### src/rtl/keypad_pkg.sv
// Shared types and constants for the 4x4 keypad scanner.
package keypad_pkg;

  typedef enum logic [1:0] {
    ST_IDLE,
    ST_DEBOUNCE,
    ST_PRESSED,
    ST_RELEASE
  } kp_state_e;

  typedef enum logic [1:0] {
    FR_NONE,
    FR_SINGLE,
    FR_MULTI
  } frame_res_e;

  localparam logic [3:0] COL_RST = 4'b1110;

  // Indexed {row, col}; element 15 (row 3, col 3) is the leftmost nibble.
  localparam logic [15:0][3:0] KEY_MAP = 64'hDEF0_C987_B654_A321;

  function automatic logic [3:0] key_lookup(input logic [1:0] row, input logic [1:0] col);
    return KEY_MAP[{row, col}];
  endfunction

endpackage

### src/rtl/keypad_frame_collect.sv
// Column strobing, row synchronizer and per-frame hit classification.
module keypad_frame_collect
  import keypad_pkg::*;
#(
  parameter int SCAN_DIV = 50000
) (
  input  logic       clk,
  input  logic       rst,
  input  logic [3:0] row_n,
  output logic [3:0] col_n,
  output logic       frame_done,
  output frame_res_e frame_result,
  output logic [3:0] frame_code
);

  localparam int PW = $clog2(SCAN_DIV);

  logic [PW-1:0]   presc;
  logic [1:0]      col_idx;
  logic [1:0][3:0] row_sync;
  logic [1:0]      hit_cnt;
  logic [3:0]      hit_code;

  logic       tc;
  logic [3:0] row_hit;
  logic [2:0] col_hits;
  logic [1:0] col_cnt;
  logic [1:0] row_idx;
  logic [2:0] tot;
  logic [1:0] next_cnt;
  logic [3:0] next_code;

  assign tc      = (presc == PW'(SCAN_DIV - 1));
  assign row_hit = ~row_sync[1];

  // Hit count saturates at 2: anything beyond one hit is already MULTI.
  always_comb begin
    row_idx = '0;
    for (int r = 3; r >= 0; r--)
      if (row_hit[r]) row_idx = 2'(r);
    col_hits  = 3'($countones(row_hit));
    col_cnt   = (col_hits > 3'd1) ? 2'd2 : col_hits[1:0];
    tot       = {1'b0, hit_cnt} + {1'b0, col_cnt};
    next_cnt  = (tot >= 3'd2) ? 2'd2 : tot[1:0];
    next_code = (col_cnt == 2'd1) ? key_lookup(row_idx, col_idx) : hit_code;
  end

  always_comb begin
    frame_done   = tc && (col_idx == 2'd3);
    frame_code   = next_code;
    frame_result = FR_NONE;
    if (next_cnt == 2'd1)      frame_result = FR_SINGLE;
    else if (next_cnt == 2'd2) frame_result = FR_MULTI;
  end

  always_ff @(posedge clk) begin
    if (rst) begin
      row_sync <= {4'hF, 4'hF};
      presc    <= '0;
      col_idx  <= '0;
      col_n    <= COL_RST;
      hit_cnt  <= '0;
      hit_code <= '0;
    end else begin
      row_sync <= {row_sync[0], row_n};
      if (tc) begin
        presc   <= '0;
        col_idx <= col_idx + 2'd1;
        col_n   <= {col_n[2:0], col_n[3]};
        if (col_idx == 2'd3) begin
          hit_cnt  <= '0;
          hit_code <= '0;
        end else begin
          hit_cnt  <= next_cnt;
          hit_code <= next_code;
        end
      end else begin
        presc <= presc + 1'b1;
      end
    end
  end

endmodule

### src/rtl/keypad_scanner.sv
// 4x4 keypad scanner: frame-level debounce and one key_valid pulse per press.
module keypad_scanner
  import keypad_pkg::*;
#(
  parameter int SCAN_DIV        = 50000,
  parameter int DEBOUNCE_FRAMES = 4
) (
  input  logic       clk,
  input  logic       rst,
  input  logic [3:0] row_n,
  output logic [3:0] col_n,
  output logic [3:0] key_code,
  output logic       key_valid,
  output logic       key_down
);

  localparam int            CW      = $clog2(DEBOUNCE_FRAMES + 1);
  localparam logic [CW-1:0] CNT_MAX = CW'(DEBOUNCE_FRAMES);

  logic       frame_done;
  frame_res_e frame_result;
  logic [3:0] frame_code;

  kp_state_e     state;
  logic [CW-1:0] cnt;
  logic [3:0]    cand;

  keypad_frame_collect #(.SCAN_DIV(SCAN_DIV)) u_collect (
    .clk          (clk),
    .rst          (rst),
    .row_n        (row_n),
    .col_n        (col_n),
    .frame_done   (frame_done),
    .frame_result (frame_result),
    .frame_code   (frame_code)
  );

  always_ff @(posedge clk) begin
    if (rst) begin
      state     <= ST_IDLE;
      cnt       <= '0;
      cand      <= '0;
      key_code  <= '0;
      key_valid <= 1'b0;
      key_down  <= 1'b0;
    end else begin
      key_valid <= 1'b0;
      if (frame_done) begin
        unique case (state)
          ST_IDLE: begin
            if (frame_result == FR_SINGLE) begin
              cand <= frame_code;
              cnt  <= CW'(1);
              if (DEBOUNCE_FRAMES == 1) begin
                state     <= ST_PRESSED;
                key_code  <= frame_code;
                key_valid <= 1'b1;
                key_down  <= 1'b1;
              end else begin
                state <= ST_DEBOUNCE;
              end
            end
          end
          ST_DEBOUNCE: begin
            if (frame_result == FR_SINGLE && frame_code == cand) begin
              cnt <= cnt + 1'b1;
              if (cnt + 1'b1 == CNT_MAX) begin
                state     <= ST_PRESSED;
                key_code  <= cand;
                key_valid <= 1'b1;
                key_down  <= 1'b1;
              end
            end else if (frame_result == FR_SINGLE) begin
              cand <= frame_code;
              cnt  <= CW'(1);
            end else begin
              state <= ST_IDLE;
              cnt   <= '0;
            end
          end
          // Any activity while held keeps the key; no rollover pulse.
          ST_PRESSED: begin
            if (frame_result == FR_NONE) begin
              if (DEBOUNCE_FRAMES == 1) begin
                state    <= ST_IDLE;
                cnt      <= '0;
                key_down <= 1'b0;
              end else begin
                state <= ST_RELEASE;
                cnt   <= CW'(1);
              end
            end
          end
          ST_RELEASE: begin
            if (frame_result == FR_NONE) begin
              if (cnt + 1'b1 == CNT_MAX) begin
                state    <= ST_IDLE;
                cnt      <= '0;
                key_down <= 1'b0;
              end else begin
                cnt <= cnt + 1'b1;
              end
            end else begin
              state <= ST_PRESSED;
              cnt   <= '0;
            end
          end
        endcase
      end
    end
  end

endmodule

### config.mk
export PLATFORM = sky130hd
export DESIGN_NAME = keypad_scanner
export DESIGN_NICKNAME = d
export VERILOG_FILES = /design/src/rtl/keypad_pkg.sv /design/src/rtl/keypad_frame_collect.sv /design/src/rtl/keypad_scanner.sv
export SDC_FILE = /design/constraint.sdc
export NUM_CORES = 1
export LEC_CHECK = 0
export ABC_AREA = 1
export BUFFER_PORTS_ARGS = -buffer_cell sky130_fd_sc_hd__clkbuf_2
export CAP_MARGIN = 25
export CORE_UTILIZATION = 30
export CTS_CLUSTER_SIZE = 8
export DETAILED_ROUTE_END_ITERATION = 12
export GPL_ROUTABILITY_DRIVEN = 0
export PLACE_DENSITY = 0.56
export SYNTH_ARGS = -nofsm -noshare
export SYNTH_HDL_FRONTEND = slang
export SYNTH_HIERARCHICAL = 1
export SYNTH_SLANG_ARGS = --single-unit
### constraint.sdc
create_clock -name clk -period 8.17 [get_ports clk]
set_input_delay 0.817 -clock clk [delete_from_list [all_inputs] [get_ports clk]]
set_output_delay 0.817 -clock clk [all_outputs]
set_load 0.05 [all_outputs]
==> flow_summary.yaml <==
status:
  status: "finished, final reports clean"
critical_path:
  cp-end-kind: "flip-flop"
  worstPathArrival_ps: 4020
  crit_fanout: 8
  path_class: "flip-flop to flip-flop"
  start_kind: "flip-flop"
  required_ps: 8380
synthesis:
  synth.net_count: 398
  ys_ff_latch: 51
  synth_cell_types: 31
  synth_top_area_share_pct: 37.09
  synthesis.area_mm2: 0.002753
  synth.area.top_cells: "dfxtp_1, nand2_1, inv_1"
  ys_warn_count: 6
  synth_ff_type: "dfxtp_1"
  syn_area_per_cell_um2: 7.282
  ys_async_sr_fraction_pct: 0
  ys_top_cells_by_count: "nand2_1, inv_1, dfxtp_1, nor2_1, nand3_1"
  synth_edf_count: 0
  synth_seq_area_share_pct: 37.09
  yosysMostFrequentCell: "nand2_1"
  yosys.area.top_type: "dfxtp_1"
  synth_cells: 378
sta:
  final-setup-viol-count: 0
  tightest_slew_ps: 521.9
  holdWs_ps: 414.0
  maxSlewViolCount: 0
  hold_viol: 0
  fin_crit_ps: 3815
  rsz0062_at_grt: "false"
  tns_ps: 0
  fin_crit_sh_pct: 46.69
  max_freq_ghz: 0.2621
  fin_skew_ps: 13.39
  maxSlewHeadroom_pct: 65.08
power:
  ir_drop_mv: 0.05965
  powerDensity_mw_per_mm2: 144.7
  power_leakage_nw: 1.332
  p_total_w: 0.0004376
die:
  rows: 34
  die_w_um: 97.79
  io_pins: 16
  initial_utilization_pct: 31.26
  die_h_um: 97.79
  core-area_mm2: 0.008806
  dieArea_mm2: 0.009563
grt:
  grt_pass1_vias: 2198
  grt_use_total_pct: 12.12
  antenna_found_initial: 0
  grt_max_degree: 19
  grt_pass1_wl_um: 9604
  grt_overflow: 0
place:
  dpl_cell_area_mm2: 0.002940
  dp_hpwl_um: 4074
  port_buffers: 15
drt:
  drc: 0
  drtPass1Iterations: 4
  via_count: 2314
  ant_nets: 0
  viasPerCell: 4.573
  dr.first_iter.drc_count: 82
  routedWlPerCell_um: 10.56
  wl_um: 5341
final_layout:
  multi_input_area_mm2: 0.001484
  fin_util_pct: 34.34
  seq_area_mm2: 0.001021
  n_antenna_cell: 0
  drive_gt1_share_pct: 15.83
  n_fill_cell: 935
  fin_nets: 417
  area_growth_pct: 9.864
  design_area_mm2: 0.003024
clock_tree:
  cts-hold-fix-buffers: 0
  cts_made_buffers: 5
  cts.sinks: 51
  clk_pin_slew_ps: 100
  cts-resized-gates: 0
  insertion_delay_ps: 300
  cts_tree: "done"
  cts_max_level: 2
  clockBufferDepth: 2
  post_cts_buffers: 0
  root_buffer: "clkbuf_8"
flow_run:
  cap_violations: 0
hold_path:
  hold_class: "flip-flop to flip-flop"
[placed cells by master (no fill, tap or decap), drive strengths merged, types with 2 or more instances in the layout]
cell type	n
a21oi	25
nand4	13
xor2	6
fa	2
inv	59
nand2	95
ha	12
nor2	42
clkbuf	20
nand3	35
nor3	8
o21ai	14
clkinv	4
or2	9
dfxtp	51
[power breakdown]
group | total (W) | leakage (nW) | internal (W) | switching, W
combinational | 0.0000432 | 0.871 | 0.0000140 | 0.0000291
clock | 0.000141 | 0.0477 | 0.0000589 | 0.0000823
sequential | 0.000253 | 0.413 | 0.000251 | 0.00000178
[worst paths after layout]
path	to	slack, ps	from	cells past startpoint
max reg2reg	cand[0]	4360	u_collect/row_sync[4]	22
min	u_collect/row_sync[4]	410	u_collect/row_sync[0]	1
min reg2reg	u_collect/row_sync[4]	410	u_collect/row_sync[0]	1
max	cand[0]	4360	u_collect/row_sync[4]	22
[metrics by stage]
step	cells	worst slack, ps
floorplan	378	4711
global placement	498	4508
detailed placement	498	4343
CTS	506	4336
global route	506	3964
finish	506	4355
[critical path: stages (launching register included)]
cell,delay [ps]
dfxtp_1,370
fa_1,540
inv_1,40
ha_1,180
inv_1,80
ha_1,240
inv_1,60
nand2_1,80
inv_1,70
nand2_1,40
nand2_1,50
inv_1,40
nor2_1,80
ha_1,150
inv_1,50
fa_1,480
nand2_1,90
nor2_1,210
nand2_1,180
nor2_1,450
nand3_1,140
nand2_1,80
nor2_1,50
[area by class of cell]
cell class                 instances  area share, %
tap                              108          4.468
inverter                          60          7.447
multi-input combinational        264          49.07
sequential                        51          33.76
timing repair buffer              15          2.482
clock inverter                     3         0.4965
clock buffer                       5          2.276
[state kept, by name, indices dropped and copies added, names as in the netlist]
name,count
key_valid,1
key_down,1
cand,4
u_collect/presc,16
u_collect/row_sync,8
u_collect/hit_cnt,2
key_code,4
u_collect/col_idx,2
u_collect/col_n,4
state,2
u_collect/hit_code,4
cnt,3
[routing by layer]
layer	global-route usage, %	wire (um)	up-vias
li1	-	-	1238
met1	15.23	2661	1056
met2	21.22	2529	16
met3	2.147	100	4
met4	3.497	50	0
met5	0	0	-
[cell families (layout without fill, tap and decap cells)]
logic type / after synthesis / count (layout) / share of synthesized area, %
AO/OA/AOI/OAI: 40 / 40 / 7.591
XOR/XNOR: 6 / 6 / 1.909
adder cells (fa/ha/maj): 14 / 14 / 6.909
buffers and inverters: 63 / 83 / 9.000
flip-flops: 51 / 51 / 37.09
AND/OR/NAND/NOR: 204 / 204 / 37.50
Note: power is estimated with default switching activity, not from simulation.
